<file path="config.mk">
export PLATFORM = sky130hd
export DESIGN_NAME = lc4_multiplier_seq
export DESIGN_NICKNAME = d
export VERILOG_FILES = /design/src/rtl/lc4_multiplier_seq.sv
export SDC_FILE = /design/constraint.sdc
export NUM_CORES = 1
export LEC_CHECK = 0
export ABC_AREA = 0
export ABC_CLOCK_PERIOD_IN_PS = 3500
export CELL_PAD_IN_SITES_DETAIL_PLACEMENT = 1
export CELL_PAD_IN_SITES_GLOBAL_PLACEMENT = 1
export CORE_MARGIN = 5
export CORE_UTILIZATION = 37
export DETAILED_ROUTE_END_ITERATION = 8
export GPL_TIMING_DRIVEN = 0
export PLACE_DENSITY_LB_ADDON = 0.12
export SKIP_LAST_GASP = 1
export SLEW_MARGIN = 10
export SYNTH_ARGS = -nofsm -noshare
export SYNTH_HDL_FRONTEND = slang
export SYNTH_SLANG_ARGS = --single-unit
export TNS_END_PERCENT = 1
</file>
<file path="constraint.sdc">
create_clock -name clk -period 3.5 [get_ports clk]
set_input_delay 0.7 -clock clk [delete_from_list [all_inputs] [get_ports clk]]
set_output_delay 0.7 -clock clk [all_outputs]
set_load 0.005 [all_outputs]
</file>
<file path="src/rtl/lc4_multiplier_seq.sv">
// Sequential radix-2 shift-add unsigned multiplier for the LC4 MUL path.
// One multiplier bit is retired per clock; the full 2*WIDTH product is kept.
module lc4_multiplier_seq #(
  parameter int WIDTH = 16
) (
  input  logic             clk,
  input  logic             rst,
  input  logic             i_valid,
  output logic             o_ready,
  input  logic [WIDTH-1:0] i_multiplicand,
  input  logic [WIDTH-1:0] i_multiplier,
  output logic             o_valid,
  input  logic             i_ready,
  output logic [WIDTH-1:0] o_product_lo,
  output logic [WIDTH-1:0] o_product_hi,
  output logic             o_busy
);

  localparam int CW = (WIDTH > 1) ? $clog2(WIDTH) : 1;

  typedef enum logic [1:0] {
    IDLE = 2'd0,
    RUN  = 2'd1,
    DONE = 2'd2
  } state_t;

  state_t             state_q, state_d;
  logic [CW-1:0]      count_q, count_d;
  logic [WIDTH-1:0]   mcand_q, mcand_d;
  logic [WIDTH-1:0]   mplier_q, mplier_d;
  logic [2*WIDTH-1:0] acc_q, acc_d;
  logic [2*WIDTH-1:0] prod_q, prod_d;
  logic [WIDTH:0]     sum;
  logic               last;

  always_ff @(posedge clk) begin
    if (rst) begin
      state_q  <= IDLE;
      count_q  <= '0;
      mcand_q  <= '0;
      mplier_q <= '0;
      acc_q    <= '0;
      prod_q   <= '0;
    end else begin
      state_q  <= state_d;
      count_q  <= count_d;
      mcand_q  <= mcand_d;
      mplier_q <= mplier_d;
      acc_q    <= acc_d;
      prod_q   <= prod_d;
    end
  end

  assign last = (count_q == CW'(WIDTH - 1));

  always_comb begin
    state_d = state_q;
    case (state_q)
      IDLE:    if (i_valid) state_d = RUN;
      RUN:     if (last) state_d = DONE;
      DONE:    if (i_ready) state_d = IDLE;
      default: state_d = IDLE;
    endcase
  end

  // The sum keeps the carry so 0xFFFF*0xFFFF stays exact after the shift.
  always_comb begin
    count_d  = count_q;
    mcand_d  = mcand_q;
    mplier_d = mplier_q;
    acc_d    = acc_q;
    prod_d   = prod_q;
    sum      = {1'b0, acc_q[2*WIDTH-1:WIDTH]}
             + (mplier_q[0] ? {1'b0, mcand_q} : '0);
    if (state_q == IDLE && i_valid) begin
      mcand_d  = i_multiplicand;
      mplier_d = i_multiplier;
      acc_d    = '0;
      count_d  = '0;
    end else if (state_q == RUN) begin
      acc_d    = {sum, acc_q[WIDTH-1:1]};
      mplier_d = mplier_q >> 1;
      count_d  = count_q + CW'(1);
      if (last) prod_d = acc_d;
    end
  end

  always_comb begin
    o_ready = 1'b0;
    o_busy  = 1'b0;
    o_valid = 1'b0;
    case (state_q)
      IDLE:    o_ready = 1'b1;
      RUN:     o_busy  = 1'b1;
      DONE:    o_valid = 1'b1;
      default: ;
    endcase
  end

  assign o_product_lo = prod_q[WIDTH-1:0];
  assign o_product_hi = prod_q[2*WIDTH-1:WIDTH];

endmodule
</file>
; Word-level counts from Yosys, hierarchy flattened
; Index checks and enable logic that the tools add are counted.
[word_totals]
ff_bits = 102
latchBits = 0
mem_bits_rw = 0
romBits = 0
output_inout_bits = 35
memories = 0
[op_classes]
n_addsub = 2
multipliers = 0
div = 0
n_lt_le_gt_ge = 0
n_eq_ne = 6
shift = 0
mux = 10
n_bitwise = 1
reduce_logical = 6
[ops]
columns = operator, count
row1 = 16-bit 2-to-1 mux, 3
row2 = 16-bit by 16-bit adder with 17-bit output, 1
row3 = 2-bit 2-to-1 mux, 3
row4 = 2-bit != test (second input constant), 3
row5 = 2-bit one-hot mux with 3 select lines, 1
row6 = 3-bit AND reduction, 2
row7 = 4-bit by 1-bit adder with 4-bit output (second input constant), 1
row8 = 4-bit == test (second input constant), 1
row9 = 1-bit 2-to-1 mux, 3
row10 = 2-bit by 1-bit == test with 1-bit output (second input constant), 1
row11 = 2-bit == test (second input constant), 1
row12 = 2-bit logical NOT, 1
row13 = 2-bit nonzero test, 1
row14 = 2-bit OR reduction, 1
row15 = 1-bit logical AND, 1
row16 = 1-bit inverter, 1

; Depth between registers and ports, before layout
; Gate-level depths: netlist of the first run.
[logic_depth]
ltp_word = 4
ltp_mapped = 10
mapped_depth_nobuf = 9

; Least setup slack after synthesis of the first run
; Ideal clock, no wire load.
[synth_timing]
path_kind = reg-to-reg
from = register mplier_q[0]
to = register prod_q[29]
arrival_ns = 2.448
t_required_ns = 3.404
setup_slack_ns = 0.956
path_stages_with_launch = 10
path_buffers = 1
synth_period_minus_slack_ns = 2.544
path_cell_list = dfxtp_1 clkbuf_1 and2_1 ha_1 a21o_1 a221o_1 o31a_1 o211a_1 o21a_1 o41ai_2
[synth_via]
elab_chain_len = 2
[synth_lines]
columns = element, line
row1 = start: declaration, 30  ; logic [WIDTH-1:0] mplier_q, mplier_d;
row2 = start signal: assignment, 48  ; mplier_q <= mplier_d;
row3 = 16-bit 2-to-1 mux, 74  ; + (mplier_q[0] ? {1'b0, mcand_q} : '0);
row4 = 16-bit by 16-bit adder with 17-bit output, 74
row5 = end signal: assignment, 50  ; prod_q <= prod_d;
row6 = end: declaration, 32  ; logic [2*WIDTH-1:0] prod_q, prod_d;
; Every way passes these cells.
; A chain may end at the register's enable or synchronous reset.

; Worst setup path in the final report of the first run
[layout_timing]
from = register state_q[1]
to = output o_busy
[layout_via]
elab_chain_len = 2
[layout_lines]
columns = element, line
row1 = start: declaration, 27  ; state_t state_q, state_d;
row2 = start signal: assignment, 45  ; state_q <= state_d;
row3 = 2-bit by 1-bit == test with 1-bit output, 92  ; case (state_q)
row4 = 1-bit 2-to-1 mux, 92
row5 = end: declaration, 16  ; output logic o_busy
; Every way passes these cells.

==> results of run 1 <==
[area by class of cell]
| class | instances | area (sq um) | area share |
|---|---|---|---|
| Clock buffer | 11 | 243 | 0.0429 |
| Multi-Input combinational cell | 418 | 2330 | 0.412 |
| Tap cell | 147 | 184 | 0.0325 |
| Buffer | 37 | 139 | 0.0245 |
| Clock inverter | 5 | 43.8 | 0.00774 |
| Sequential cell | 101 | 2020 | 0.357 |
| Inverter | 2 | 7.51 | 0.00133 |
| Timing Repair Buffer | 69 | 691 | 0.122 |
[sequential cells by signal, indices dropped and copies added (netlist names)]
| name | cells |
|---|---|
| acc_q | 31 |
| count_q | 4 |
| mcand_q | 16 |
| mplier_q | 16 |
| prod_q | 32 |
| state_q | 2 |
[cells by family (layout without fill, tap and decap cells)]
family	count (synthesis)	count (layout)	synth area share
compound gates	150	150	0.203
xor+xnor	10	10	0.0195
fa+ha+maj	18	18	0.0517
simple gates	239	239	0.242
mux	1	1	0.00222
flops	101	101	0.449
buf+inv	39	124	0.0325
[power groups by stage]
stage / Combinational (mW) / Sequential [mW] / Clock, mW
6_report: 0.191 / 1.19 / 0.975
5_1_grt: 0.213 / 1.20 / 1.05
4_1_cts: 0.193 / 1.19 / 1.00
3_5_place_dp: 0.192 / 1.22 / 0
3_3_place_gp: 0.188 / 1.22 / 0
2_1_floorplan: 0.103 / 1.21 / 0
[placed cells by master (no fill, tap or decap), types with 5 or more instances in the layout]
cell type	count
nand3b_1	9
clkdlybuf4s50_1	69
a2111o_1	5
a22oi_1	15
nand2_1	144
xor2_1	6
clkbuf_16	9
buf_1	6
a21oi_1	91
clkbuf_1	32
ha_1	17
nor2_1	15
and2_1	19
nand3_1	24
o21ai_0	11
dfxtp_1	101
[routing by layer]
metal  GRT usage  part of all wire
met1       0.248              0.48
met2       0.315              0.46
met3      0.0384             0.042
met4      0.0680             0.013
met5           0                 0
[worst max-delay path, delay by kind of cell (launching register included)]
kind	cells	cell delay, ns
buf+inv	4	1.71
simple gates	1	0.17
flops	1	0.33
[through the flow]
stage | instances | util
global placement | 774 | 0.449
detailed placement | 774 | 0.449
floorplan | 558 | -
CTS | 790 | 0.473
finish | 790 | 0.473
global route | 790 | 0.473
[final timing paths]
kind               start          end  slack, ns  cells after the start
max           state_q[1]       o_busy       0.23                      5
min          mcand_q[10]  mcand_q[10]       0.45                      2
max reg2reg  mplier_q[0]   prod_q[29]       0.39                      9
min reg2reg  mcand_q[10]  mcand_q[10]       0.45                      2
==> run metrics, run 1 <==
status=complete, no violations; post-synthesis sequential area ratio=0.449; Clock transition at path regs=roughly 0.07 ns; full die area=0.0145 sq mm; Post-synth EDFFs=0; Final Skew=0.0101 ns; Final setup viols=0; GRT Overall Usage=0.191; total power=2.36 mW; H-tree levels=3; IO buf count=69; MaxCap Viol Count=0; Reg power frac=0.506; synthesis-to-layout area growth=25.8%; worst skew pair latency=0.35 ns; Fillers=1465; top-area cell type share of the netlist area=0.449; sw frac=0.253; routed vias/inst=5.35; Placed Instance Area=about 0.0054 sq mm; # diodes=0; Synth top cells by count=144 x nand2_1, 101 x dfxtp_1, 91 x a21oi_1, 31 x clkbuf_1, 24 x nand3_1; # IOs=71; worst hold path class=reg -> reg; WL final=13500 um; RSZ-0062 raised after global routing=false; CTS hold repair buffers=0; Pint=between 1.5 and 2 mW; Synth Flop Type=dfxtp_1; initial core utilization=0.376; largest net degree at the start of global routing=18; Synth Register Bits=about 100; share of cells above drive strength 1=0.0327; area of the core=roughly 0.012 sq mm; Tightest Pin Transition=between 0.8 and 0.9 ns; Final Critical Period=roughly 3.3 ns; crit path max fanout=10; vias in the first global route=4441; DP Worst Slack=0.386 ns; Comb pwr share=0.081; Startpoint Class=flip-flop; Cell Chain, Critical Path=nand2b_1 -> inv_1 -> clkbuf_1 -> buf_1 -> clkdlybuf4s50_1; initial antenna violation count=0; cts bufs inserted=9; Yosys cell types=46; WS Path Type=reg -> out; Die Y=120 um; Max Buffers Root-to-Sink=2; Final WS setup=around 0.23 ns; post-CTS setup buffers=0; Final Cycle Share=0.933; vias=4224; crit path capture type=output pin; Syn. warnings=0; WP data arrival=between 2 and 3 ns; CTS tree=built; Worst EP required=2.80 ns; row cnt=40; Synth Instances=558; Mapped Area=0.00450 sq mm; drt pass-1 iters=4; top cells by area, synth=dfxtp_1 45%, nand2_1 12%, a21oi_1 10%; # resized after CTS=0; Post-DRT Antenna Nets=0; WHS=0.454 ns; Nets=about 700; Final Cell Area=0.00566 sq mm; wire per inst=roughly 17 um; Worst VDD drop=around 0.19 mV; Slew headroom=0.399; Mean Syn Cell Area=8.06 sq um; global route overflow=0; largest area contributor in the netlist=dfxtp_1; highest clock rate=between 0.3 and 0.4 GHz; final hold violations=0; Residual DRC=0; root buf cell=clkbuf_16; Synth Net Count=about 610; RD Place Congestion=a little under 0.9; Pleak=2.03 nW; most common cell in the netlist=nand2_1; fin. max-slew vios=0; TNS Setup=0 ns; Die Width=120 um; clock power share=0.413; slowest stage delay, CP=~0.60 ns; post-DP HPWL=between 10000 and 15000 um; Post-synth ARST share=0; critical path's slowest cell=clkdlybuf4s50_1; P_sw=between 0.5 and 0.6 mW; drt first-iter violations=201; pwr/cell area=417 mW/mm^2; clock sink count=101; global-route wire length before repair=22100 um
Power figures use the tool's default switching activity.
==> inputs of run 2 (changes only) <==
Settings changed: CORE_UTILIZATION 37 to 40.
==> run 2 against run 1 <==
Against the previous run: hold slack lost 0.0025 ns; register-to-register slack gained 0.04 ns; utilization grew 4.6 points; maximum frequency shrank 0.29%; critical endpoint unchanged.
==> run metrics, run 2 (same netlist as run 1, synthesis figures left out) <==
post-CTS setup buffers=0; RSZ-0062 raised after global routing=false; fin. max-slew vios=0; # diodes=0; # IOs=between 70 and 80; WS Path Type=reg -> out; Nets=692; Die Width=116 um; commonest non-fill, non-tap cell in the layout=nand2_1; Startpoint Class=flip-flop; initial antenna violation count=0; reg-to-reg slack, setup=0.43 ns; routed vias/inst=5.39; Post-DRT Antenna Nets=0; FF-to-FF Start=mplier_q[0]; WHS Path Cells=2; MaxCap Viol Count=0; multi-input logic area=0.00233 sq mm; WP data arrival=2.58 ns; crit path capture type=output pin; critical path's slowest cell=clkdlybuf4s50_1; # resized after CTS=0; status=complete, no violations; Max Buffers Root-to-Sink=2; H-tree levels=3; crit path max fanout=10; Clock transition at path regs=around 0.07 ns; biggest regs=prod_q: 32 flops, acc_q: 31 flops; RD Place Congestion=0.875; Residual DRC=0; Tightest Pin Transition=just under 0.9 ns; vias=4223; drt first-iter violations=160; TNS Setup=0 ns; synthesis-to-layout area growth=26.1%; GRT Overall Usage=0.207; FF-to-FF End=prod_q[29]; worst skew pair latency=0.35 ns; pwr/cell area=427 mW/mm^2; wire per inst=17.0 um; drt pass-1 iters=4; Final Cycle Share=0.936; global route overflow=0; WL final=approximately 13000 um; worst hold start=mcand_q[14]; final hold violations=0; Final Critical Period=around 3.3 ns; CTS tree=built; slowest stage delay, CP=roughly 0.60 ns; Biggest register=prod_q; Final setup viols=0; Die Y=116 um; vias in the first global route=4505; cts bufs inserted=9; post-DP HPWL=9820 um; Worst Hold Path EP=mcand_q[14]; full die area=0.0135 sq mm; highest clock rate=roughly 0.31 GHz; CTS hold repair buffers=0; Seq. cell area=0.00202 sq mm; largest net degree at the start of global routing=18; share of cells above drive strength 1=0.0342; area of the core=0.0109 sq mm; root buf cell=clkbuf_16; IO buf count=69; max FFs per register=32; Worst VDD drop=0.190 mV; initial core utilization=0.411; Pleak=2.05 nW; row cnt=38; most frequent cells in the layout=144 x nand2_1, 101 x dfxtp_1, 91 x a21oi_1, 69 x clkdlybuf4s50_1, 31 x clkbuf_1; DP Worst Slack=0.479 ns; CP startpoint=state_q[1]; Worst EP required=2.80 ns; Cell Chain, Critical Path=nand2b_1 -> inv_1 -> clkbuf_1 -> buf_1 -> clkdlybuf4s50_1; FF-to-FF path depth=9; Slew headroom=0.420; Final Skew=0.00976 ns; clock sink count=101; global-route wire length before repair=22100 um; Final WS setup=0.224 ns; Fillers=1339; worst hold path class=reg -> reg
## run 2: changes by cell type in the layout (fill, tap and decap cells not counted), sizes merged
cell	before	now
clkinv	1	2
clkbuf	42	41
bufinv	0	1
clkinvlp	2	1
## run 2: metrics by stage
step | total power [mW] | util | hold slack [ns] | instance area (sq um) | instances
3_5_place_dp | 1.41 | 0.491 | 0.445 | 5370 | 767
4_1_cts | 2.44 | 0.519 | 0.454 | 5670 | 783
2_1_floorplan | 1.32 | - | 0.431 | 4500 | 558
6_report | 2.42 | 0.519 | 0.452 | 5670 | 783
3_3_place_gp | 1.40 | 0.491 | 0.439 | 5370 | 767
5_1_grt | 2.52 | 0.519 | 0.476 | 5670 | 783
## run 2: how the worst max path moves through the flow
stage	to	slack, ns	depth (start not counted)
6_report	o_busy	0.22	5
5_1_grt	o_busy	0.05	5
4_1_cts	o_busy	0.24	5
3_5_place_dp	prod_q[29]	0.48	9
3_3_place_gp	prod_q[29]	0.52	9
2_1_floorplan	prod_q[29]	0.96	9
## run 2: area by class of cell
cell class,instances,share of cell area
Clock buffer,10,0.0421
Tap cell,140,0.0309
Inverter,2,0.00132
Multi-Input combinational cell,418,0.411
Timing Repair Buffer,69,0.122
Sequential cell,101,0.356
Clock inverter,6,0.0121
Buffer,37,0.0245
## run 2: layer usage
metal | wire length (um) | track usage | vias to the layer above
li1 | - | - | 2097
met1 | 6380 | 0.269 | 2031
met2 | 6290 | 0.350 | 85
met3 | 464 | 0.0376 | 10
met4 | 162 | 0.0657 | 0
met5 | 0 | 0 | -
## run 2: worst max-delay path, delay by kind of cell, from the launching register on
| kind | cells | cell delay, ns |
|---|---|---|
| AND/OR/NAND/NOR | 1 | 0.17 |
| buffers and inverters | 4 | 1.73 |
| flip-flops | 1 | 0.33 |
## run 2: where the power goes
| group | total, mW | internal, mW | leakage (nW) | switching, mW |
|---|---|---|---|---|
| sequential | 1.19 | 1.18 | 0.819 | 0.0164 |
| combinational | 0.189 | 0.0757 | 1.08 | 0.114 |
| clock | 1.04 | 0.580 | 0.149 | 0.462 |
==> inputs of run 3 (changes only) <==
Settings changed: ABC_AREA 0 to default, CORE_UTILIZATION 40 to 30.
==> run 3 against run 2 <==
Against the previous run: clock-buffer cell count unchanged; hold slack improved by 0.0014 ns; sequential share of layout area down 0.31 points; design area grew 0.88%; routed wire length is 1.5% higher; sequential cell count unchanged; register-to-register slack better by 0.02 ns; non-clock buffer count is the same; clock skew is essentially flat; power increased by 0.81%; worst setup slack worse by 0.019 ns; clock power about the same; largest power group unchanged.
==> run metrics, run 3 (same netlist as run 1, synthesis figures left out) <==
full die area=0.0175 sq mm; root buf cell=clkbuf_16; MaxCap Viol Count=0; pwr/cell area=427 mW/mm^2; Pint=between 1.5 and 2 mW; crit path capture type=output pin; Residual DRC=0; global route overflow=0; Fillers=approximately 1800; largest net degree at the start of global routing=16; most frequent cells in the layout=144 x nand2_1, 101 x dfxtp_1, 91 x a21oi_1, 69 x clkdlybuf4s50_1, 32 x clkbuf_1; row cnt=44; share of cells above drive strength 1=0.0296; WHS=0.453 ns; TNS Setup=0 ns; Worst VDD drop=roughly 0.23 mV; Placed Instance Area=0.00542 sq mm; biggest regs=prod_q: 32 flops, acc_q: 31 flops; Startpoint Class=flip-flop; # diodes=0; DP Worst Slack=between 0.4 and 0.5 ns; Pleak=2.05 nW; Biggest register=prod_q; worst path buffer plus inverter count=4; # resized after CTS=0; status=complete, no violations; Final Skew=0.00956 ns; fin. max-slew vios=0; total power=2.44 mW; P_sw=0.571 mW; drt pass-1 iters=4; Max Buffers Root-to-Sink=2; vias in the first global route=4396; Die Y=132 um; # IOs=71; post-DP HPWL=10300 um; Final Critical Period=3.30 ns; critical path's slowest cell=clkdlybuf4s50_1; Inst Count DP=811; area of the core=0.0146 sq mm; slowest stage delay, CP=0.60 ns; clock power share=0.435; Slew headroom=0.391; clock sink count=101; commonest non-fill, non-tap cell in the layout=nand2_1; synthesis-to-layout area growth=27.2%; cts bufs inserted=9; WS Path Type=reg -> out; IO buf count=69; RD Place Congestion=0.886; drt first-iter violations=143; vias=4156; CTS hold repair buffers=0; crit path max fanout=10; Final Cell Area=0.00572 sq mm; Cell Chain, Critical Path=nand2b_1 -> inv_1 -> clkbuf_1 -> buf_1 -> clkdlybuf4s50_1; Final WS setup=0.204 ns; WP data arrival=2.60 ns; WL final=13500 um; post-CTS setup buffers=0; Comb pwr share=0.078; Clock transition at path regs=0.07 ns; Nets=692; CTS tree=built; RSZ-0062 raised after global routing=false; Reg power frac=0.488; sw frac=0.234; routed vias/inst=~5.0; Worst EP required=approximately 2.8 ns; initial antenna violation count=0; Post-DRT Antenna Nets=0; wire per inst=around 16 um; Tightest Pin Transition=0.910 ns; Die Width=132 um; Final setup viols=0; Final Cycle Share=0.942; final hold violations=0; worst skew pair latency=between 0.3 and 0.4 ns; GRT Overall Usage=0.159; H-tree levels=3; Util after Layout=0.391; max FFs per register=32; Non-Filler Instances=825; initial core utilization=0.307; CP delay by family, top=buffers and inverters; worst hold path class=reg -> reg; highest clock rate=~0.3 GHz; global-route wire length before repair=around 22000 um
## run 3: final cells by class
type	instances	area (sq um)	share of cell area
clock buffer	10	229	0.0400
clock inverter	4	73.8	0.0129
sequential	101	2020	0.353
inverter	2	7.51	0.00131
timing repair buffer	69	691	0.121
tap	184	230	0.0402
multi-input combinational	418	2330	0.407
buffer	37	139	0.0243
## run 3: path summary, 6_finish.rpt
| path | start | endpoint | slack (ns) | cells after the start |
|---|---|---|---|---|
| min reg2reg | mcand_q[13] | mcand_q[13] | 0.45 | 2 |
| max | state_q[1] | o_busy | 0.20 | 5 |
| max reg2reg | mplier_q[0] | prod_q[29] | 0.45 | 9 |
| min | mcand_q[13] | mcand_q[13] | 0.45 | 2 |
## run 3: power by group through the flow
stage	Clock, mW	Sequential, mW	Combinational, mW
6_report	1.06	1.19	0.190
2_1_floorplan	0	1.21	0.103
5_1_grt	1.14	1.19	0.213
4_1_cts	1.10	1.19	0.193
3_5_place_dp	0	1.22	0.192
3_3_place_gp	0	1.22	0.190
## run 3: worst register-to-register path, stage by stage (launching register included)
cell,delay (ns)
dfxtp_1,0.46
clkbuf_1,0.30
and2_1,0.23
ha_1,0.33
a21o_1,0.24
a221o_1,0.33
o31a_1,0.31
o211a_1,0.26
o21a_1,0.20
o41ai_2,0.30
## run 3: routing by layer
layer	wire length, um	global-route usage
met1	6630	0.214
met2	6190	0.251
met3	455	0.0296
met4	223	0.0652
met5	0	0
